**config.mk**
```make
export PLATFORM = sky130hd
export DESIGN_NAME = alavanca_frame_parser
export DESIGN_NICKNAME = d
export VERILOG_FILES = /design/src/rtl/alavanca_frame_pkg.sv /design/src/rtl/hexa7seg.sv /design/src/rtl/alavanca_frame_parser.sv
export SDC_FILE = /design/constraint.sdc
export NUM_CORES = 1
export LEC_CHECK = 0
export BUFFER_PORTS_ARGS = -buffer_cell sky130_fd_sc_hd__buf_4
export CAP_MARGIN = 5
export CORE_UTILIZATION = 50
export CTS_BUF_LIST = sky130_fd_sc_hd__clkbuf_16
export CTS_CLUSTER_SIZE = 10
export DETAILED_ROUTE_END_ITERATION = 12
export PLACE_DENSITY = 0.69
export SLEW_MARGIN = 20
export SYNTH_ARGS = -nofsm -noshare
export SYNTH_HDL_FRONTEND = slang
export SYNTH_HIERARCHICAL = 1
export SYNTH_SLANG_ARGS = --single-unit
```
**constraint.sdc**
```tcl
create_clock -name clock -period 6.25 [get_ports clock]
set_input_delay 0.625 -clock clock [delete_from_list [all_inputs] [get_ports clock]]
set_output_delay 0.625 -clock clock [all_outputs]
set_load 0.03 [all_outputs]
```
**src/rtl/alavanca_frame_pkg.sv**
```systemverilog
// Shared definitions for the lever frame parser: state codes, sync marker and frame length.
package alavanca_frame_pkg;

    typedef enum logic [2:0] {
        StHunt = 3'd0,
        StA1h  = 3'd1,
        StA1l  = 3'd2,
        StA2h  = 3'd3,
        StA2l  = 3'd4,
        StChk  = 3'd5
    } state_t;

    localparam logic [7:0]  SYNC_BYTE_DEFAULT = 8'hA5;
    localparam int unsigned FRAME_LEN         = 6;

endpackage

```
**src/rtl/hexa7seg.sv**
```systemverilog
// Hex digit to 7-segment pattern, active-low, bit order {g,f,e,d,c,b,a}.
module hexa7seg (
    input  logic [3:0] hexa,
    output logic [6:0] display
);

    always_comb begin
        display = 7'b1111111;
        unique case (hexa)
            4'h0: display = 7'b1000000;
            4'h1: display = 7'b1111001;
            4'h2: display = 7'b0100100;
            4'h3: display = 7'b0110000;
            4'h4: display = 7'b0011001;
            4'h5: display = 7'b0010010;
            4'h6: display = 7'b0000010;
            4'h7: display = 7'b1111000;
            4'h8: display = 7'b0000000;
            4'h9: display = 7'b0010000;
            4'hA: display = 7'b0001000;
            4'hB: display = 7'b0000011;
            4'hC: display = 7'b1000110;
            4'hD: display = 7'b0100001;
            4'hE: display = 7'b0000110;
            4'hF: display = 7'b0001110;
            default: display = 7'b1111111;
        endcase
    end

endmodule

```
**src/rtl/alavanca_frame_parser.sv**
```systemverilog
// Assembles SYNC/A1H/A1L/A2H/A2L/CHK byte frames into two signed lever values,
// with XOR checksum, inter-byte timeout, link liveness and a saturating error count.
module alavanca_frame_parser
    import alavanca_frame_pkg::*;
#(
    parameter logic [7:0]  SYNC_BYTE      = SYNC_BYTE_DEFAULT,
    parameter int unsigned TIMEOUT_CYCLES = 500_000,
    parameter int unsigned STALE_CYCLES   = 5_000_000,
    parameter int unsigned ERR_W          = 8
) (
    input  logic               clock,
    input  logic               reset,
    input  logic [7:0]         rx_data,
    input  logic               rx_valid,
    output logic signed [15:0] al1Bits,
    output logic signed [15:0] al2Bits,
    output logic               frame_ok,
    output logic               frame_err,
    output logic               link_ok,
    output logic [ERR_W-1:0]   err_count,
    output logic [6:0]         db_estado
);

    localparam int unsigned   TW         = $clog2(TIMEOUT_CYCLES + 1);
    localparam int unsigned   SW         = $clog2(STALE_CYCLES + 1);
    localparam logic [TW-1:0] TMO_LAST   = TW'(TIMEOUT_CYCLES - 1);
    localparam logic [SW-1:0] STALE_LAST = SW'(STALE_CYCLES - 1);

    state_t        state;
    logic [TW-1:0] tmo_cnt;
    logic [SW-1:0] stale_cnt;
    logic [SW-1:0] stale_inc;
    logic [15:0]   shadow1;
    logic [15:0]   shadow2;
    logic [7:0]    chk_acc;
    logic          timeout_hit;

    assign stale_inc = stale_cnt + 1'b1;
    // A byte arriving in the expiry cycle wins over the timeout.
    assign timeout_hit = (state != StHunt) && !rx_valid && (tmo_cnt == TMO_LAST);

    always_ff @(posedge clock) begin
        if (reset) begin
            state     <= StHunt;
            tmo_cnt   <= '0;
            stale_cnt <= '0;
            shadow1   <= '0;
            shadow2   <= '0;
            chk_acc   <= '0;
            al1Bits   <= '0;
            al2Bits   <= '0;
            frame_ok  <= 1'b0;
            frame_err <= 1'b0;
            link_ok   <= 1'b0;
            err_count <= '0;
        end else begin
            frame_ok  <= 1'b0;
            frame_err <= 1'b0;

            if (stale_cnt != STALE_LAST) begin
                stale_cnt <= stale_inc;
                if (stale_inc == STALE_LAST) begin
                    link_ok <= 1'b0;
                end
            end

            if (state != StHunt) begin
                tmo_cnt <= rx_valid ? '0 : tmo_cnt + 1'b1;
            end

            if (rx_valid) begin
                unique case (state)
                    StHunt: begin
                        if (rx_data == SYNC_BYTE) begin
                            state   <= StA1h;
                            chk_acc <= '0;
                            tmo_cnt <= '0;
                        end
                    end
                    StA1h: begin
                        shadow1[15:8] <= rx_data;
                        chk_acc       <= chk_acc ^ rx_data;
                        state         <= StA1l;
                    end
                    StA1l: begin
                        shadow1[7:0] <= rx_data;
                        chk_acc      <= chk_acc ^ rx_data;
                        state        <= StA2h;
                    end
                    StA2h: begin
                        shadow2[15:8] <= rx_data;
                        chk_acc       <= chk_acc ^ rx_data;
                        state         <= StA2l;
                    end
                    StA2l: begin
                        shadow2[7:0] <= rx_data;
                        chk_acc      <= chk_acc ^ rx_data;
                        state        <= StChk;
                    end
                    StChk: begin
                        if (rx_data == chk_acc) begin
                            al1Bits   <= shadow1;
                            al2Bits   <= shadow2;
                            frame_ok  <= 1'b1;
                            link_ok   <= 1'b1;
                            stale_cnt <= '0;
                        end else begin
                            frame_err <= 1'b1;
                            if (err_count != {ERR_W{1'b1}}) begin
                                err_count <= err_count + 1'b1;
                            end
                        end
                        state   <= StHunt;
                        tmo_cnt <= '0;
                    end
                    default: state <= StHunt;
                endcase
            end else if (timeout_hit) begin
                state     <= StHunt;
                tmo_cnt   <= '0;
                shadow1   <= '0;
                shadow2   <= '0;
                chk_acc   <= '0;
                frame_err <= 1'b1;
                if (err_count != {ERR_W{1'b1}}) begin
                    err_count <= err_count + 1'b1;
                end
            end
        end
    end

    hexa7seg u_hexa7seg (
        .hexa    ({1'b0, state}),
        .display (db_estado)
    );

endmodule
```
==> Word-level counts from Yosys, hierarchy flattened <==
Memories as Yosys holds them, arrays and structs flattened. A register that Yosys moved wholly into a read port is not among the register bits.
Cells that the tools add are included.
{ "word_totals": {"in_bits": 11, "out_inout_bits": 50, "mem_bits_ro": 112, "memories": 1, "register_bits": 128} }
{ "classes": {"bitwise": 3, "mux": 42, "n_eq_ne": 19, "reduce_logical": 16, "n_addsub": 3} }
{ "memory_table": {"columns": ["memory", "words", "word_bits", "read_ports", "rd_clocked_by_memory_dff", "write_ports", "line", "source"], "rows": [
  ["(name not given)", 16, 7, 1, 1, 0, "hexa7seg.sv:9", "unique case (hexa)"]
]} }
{ "ops": {"columns": ["operator", "count"], "rows": [
  ["$mux W8", 12],
  ["$mux W19", 5],
  ["$mux W23", 4],
  ["$mux W16", 3],
  ["$pmux W19 S2", 1],
  ["$add A23 B1 Y23 const B", 1],
  ["$eq A23 B23 Y1 const B", 1],
  ["$ne A23 B23 Y1 const B", 1],
  ["$add A19 B1 Y19 const B", 1],
  ["$eq A19 B19 Y1 const B", 1],
  ["$pmux W8 S2", 1],
  ["$pmux W3 S5", 1],
  ["$mux W1", 10],
  ["$ne A2 B1 Y1 const B", 5],
  ["$reduce_and A2 Y1", 5],
  ["$mux W3", 3],
  ["$reduce_and A3 Y1", 3],
  ["$add A8 B1 Y8 const B", 1],
  ["$eq A8 B8 Y1", 1],
  ["$eq A8 B8 Y1 const B", 1],
  ["$mux W4", 2],
  ["$ne A8 B8 Y1 const B", 1],
  ["$xor A8 B8 Y8", 1],
  ["$eq A3 B2 Y1 const B", 2],
  ["13 further kinds", 16]
]} }

==> Depth between registers and ports, before layout <==
{ "logic_depth": {"depth_word": 7, "mapped_depth": 9, "depth_no_buf": 7} }

==> Modules after synthesis <==
The synthesis kept the hierarchy.
{ "by_module_without_submodules": {"columns": ["mod", "area_per_inst_um2", "n_inst", "cells_each", "seq_area_each_um2"], "rows": [
  ["alavanca_frame_parser", 5855.6, 1, 665, 2562.5],
  ["hexa7seg", 275.3, 1, 32, 0.0]
]} }

==> Worst setup path before layout <==
Ideal clock, no wire load.
{ "synth_timing": {"path_type": "reg2reg", "from": "register state[0]", "to": "register err_count[5]", "period_less_slack_ns": 2.348, "setup_slack_ns": 3.902, "path_buffers": 2, "required_ns": 6.129, "arrival_time_ns": 2.227, "path_stages_with_launch": 9, "path_cell_list": "dfxtp_1 nor3_4 or3b_1 buf_2 or3_1 buf_6 a21oi_4 nand4_1 mux2_2"} }
{ "synth_between": {"elab_chain_cells": 5, "word_cells_on_any_way": 7} }
{ "synth_lines": {"columns": ["element", "line", "source"], "rows": [
  ["start: declaration", "alavanca_frame_parser.sv:29", "state_t state;"],
  ["start signal: assignment", "alavanca_frame_parser.sv:44", "state <= StHunt;"],
  ["start signal: assignment", "alavanca_frame_parser.sv:75", "state <= StA1h;"],
  ["start signal: assignment", "alavanca_frame_parser.sv:83", "state <= StA1l;"],
  ["$reduce_bool A3 Y1", "alavanca_frame_parser.sv:40", "assign timeout_hit = (state != StHunt) && !rx_valid && (tmo_cnt == TMO_LAST);"],
  ["$logic_and A1 B1 Y1 (2 in series)", "alavanca_frame_parser.sv:40", null],
  ["$reduce_bool A2 Y1 (no line)", null, null],
  ["$reduce_and A3 Y1 (no line) *", null, null],
  ["end signal: assignment", "alavanca_frame_parser.sv:110", "err_count <= err_count + 1'b1;"],
  ["end signal: assignment", "alavanca_frame_parser.sv:126", "err_count <= err_count + 1'b1;"],
  ["end: declaration", "alavanca_frame_parser.sv:20", "output logic [ERR_W-1:0] err_count,"]
]} }
Mark *: on every way between the ends. The rest lies on a longest branch, timed or not.
A chain may end at the register's enable or synchronous reset.

==> flow_summary.toml <==
[grt]
grt-ovfl-total = 0
antenna_found_initial = 0
grtUsageTotal_pct = 23.6
grt_pass1_vias = 4725
grt_max_degree = 78
grt_pass1_wl_mm = 23.7

[final_layout]
syn_to_final_growth_pct = 18.2
nFillCells = 1016
layoutNonFillerInstCount = 897
n_antenna_cell = 0
nets = 759
drive_above_1_share_pct = 15.1
utilization_pct = 60.6
mostFrequentLayoutCells = "dfxtp_1, nor2_1, mux2i_1, buf_4, nand2_1"
mostFrequentLayoutCell = "dfxtp_1"

[timing]
worst_pin_slew_ps = 934
slew_headroom_pct = 37.5
fin_setup_tns_ps = 0
timing.hold.ws_ps = 483
finalHoldViolCount = 0
skew_ps = 6.04
max_freq_ghz = 0.319
period_share_pct = 50.1
min_period_ps = 3130
slew_viol_final = 0
finalSetupViolations = 0
rsz0062_at_grt = "false"

[placed_design]
place.gp.congestion = 0.875
place_inst = 865
dp_hpwl_mm = 9.76
port_buffers = 60

[worst_hold_path]
hold_depth = 2
hp-class = "register to register"

[status]
outcome = "finished clean"

[floorplanning]
die_w_um = 113
initial_utilization_pct = 51.3
ios = 61
rows = 40
die_area_um2 = 12700
fp.dieH_um = 113
core_um2 = 12000

[clock_tree]
max-clock-path-buffers = 2
insertion_delay_ps = 430
ctsHoldBuffers = 0
path_clk_slew_ps = 60
root_buffer = "clkbuf_16"
clock-sinks = 128
cts_setup_buffers = 0
cts_tree = "yes"
htree_levels = 4
cts_inserted_buffers = 17
cts-resized-gates = 0

[synth]
yosys.cell_types.count = 61
synth_top_flop_cell = "dfxtp_1"
ys_warn_count = 6
yosysSeqAreaShare_pct = 41.8
avgSynthCellArea_um2 = 8.80
synth_edf_count = 0
async_flop_share_pct = 0
synthCells = 697
ys_seq_elements = 128
syn_area_um2 = 6130

[power_and_ir_drop]
irDropWorstVdd_mv = 0.200
power.total_uw = 1960
leakage_uw = 0.00261
pwr_density_cell_nw_per_um2 = 270

[worst_setup_path]
startpoint_type = "register"
reg2reg_depth = 6
cp-end-kind = "primary output"
cp_max_fo = 20
cp.required_ps = 5620
critical_path_arrival_ps = 2510
path_class = "register to primary output"

[job]
maxCapViolations = 0

[detailed_routing]
vias = 5130
route.detailed.drc = 0
dr.pass1.iters = 4
vias_per_cell = 5.72
drt-total-wl_mm = 14.2
drtAntennaViolNets = 0
wl_per_cell_um = 15.8
drtIter0Drc = 331
cell families (layout without fill, tap and decap cells):
logic type	Yosys count	count (layout)	share of synthesized area [%]
flops	128	128	41.8
other cells	1	3	0.0612
simple gates	293	293	23.9
buf+inv	53	104	3.71
fa+ha+maj	11	11	2.24
compound gates	107	107	11.7
xor+xnor	37	37	5.29
mux	67	67	11.3
through the flow:
stage | cell area, um^2 | worst slack, ps
floorplan | 6140 | 3900
global placement | 6600 | 3080
detailed placement | 6600 | 3000
CTS | 7250 | 3100
global route | 7250 | 2930
finish | 7250 | 3120
cells in the mapped netlist (9+ instances only):
cell type | instances | area, um^2
and2_1 | 11 | 68.8
nand2_1 | 41 | 154
and3_1 | 10 | 62.6
nand4_1 | 17 | 106
ha_1 | 11 | 138
inv_1 | 9 | 33.8
nor2_1 | 115 | 432
dfxtp_1 | 128 | 2560
a311oi_1 | 10 | 87.6
a21oi_1 | 40 | 200
mux2i_1 | 62 | 621
o21ai_0 | 20 | 100
nand3b_1 | 12 | 90.1
nand3_1 | 35 | 175
xnor2_1 | 23 | 201
clkbuf_1 | 33 | 124
xor2_1 | 14 | 123
worst paths after layout:
path	start	end	slack, ps
max	state[0]$_SDFFE_PP0P_	db_estado[3]	3120
min reg2reg	shadow2[13]$_SDFFE_PP0P_	shadow2[13]$_SDFFE_PP0P_	480
max reg2reg	state[2]$_SDFFE_PP0P_	err_count[5]$_SDFFE_PP0P_	3160
min	shadow2[13]$_SDFFE_PP0P_	shadow2[13]$_SDFFE_PP0P_	480
per-layer routing:
metal  global-route usage [%]  vias to the layer above  wire (um)
li1                         -                     2541          -
met1                     30.8                     2436       6840
met2                     36.9                      129       6350
met3                     6.21                       24        691
met4                     10.1                        0        340
met5                        0                        -          0
worst max-delay path: stages (launching register included):
cell	delay, ps
dfxtp_1	780
inv_1	220
ha_1	330
inv_1	50
mux4_1	500
buf_4	190
sequential cells by signal, summed over array words and instances, names as in the netlist, 3 cells and up:
register and count:
stale_cnt 23, tmo_cnt 19, al1Bits 16, al2Bits 16, shadow1 16, shadow2 16, chk_acc 8, err_count 8
state 3
report_power, final:
part / internal (uW) / switching (uW)
logic: 17.5 / 40.0
clock network: 705 / 375
registers: 818 / 3.76
total: 1540 / 419
area by class of cell:
type | instances | area [um^2] | area share, %
Multi-Input combinational cell | 518 | 3350 | 46.3
Sequential cell | 128 | 2560 | 35.4
Timing Repair Buffer | 62 | 465 | 6.42
Clock buffer | 17 | 425 | 5.87
Clock inverter | 15 | 219 | 3.02
Tap cell | 147 | 184 | 2.54
Inverter | 10 | 37.5 | 0.518
Power figures use the tool's default switching activity.
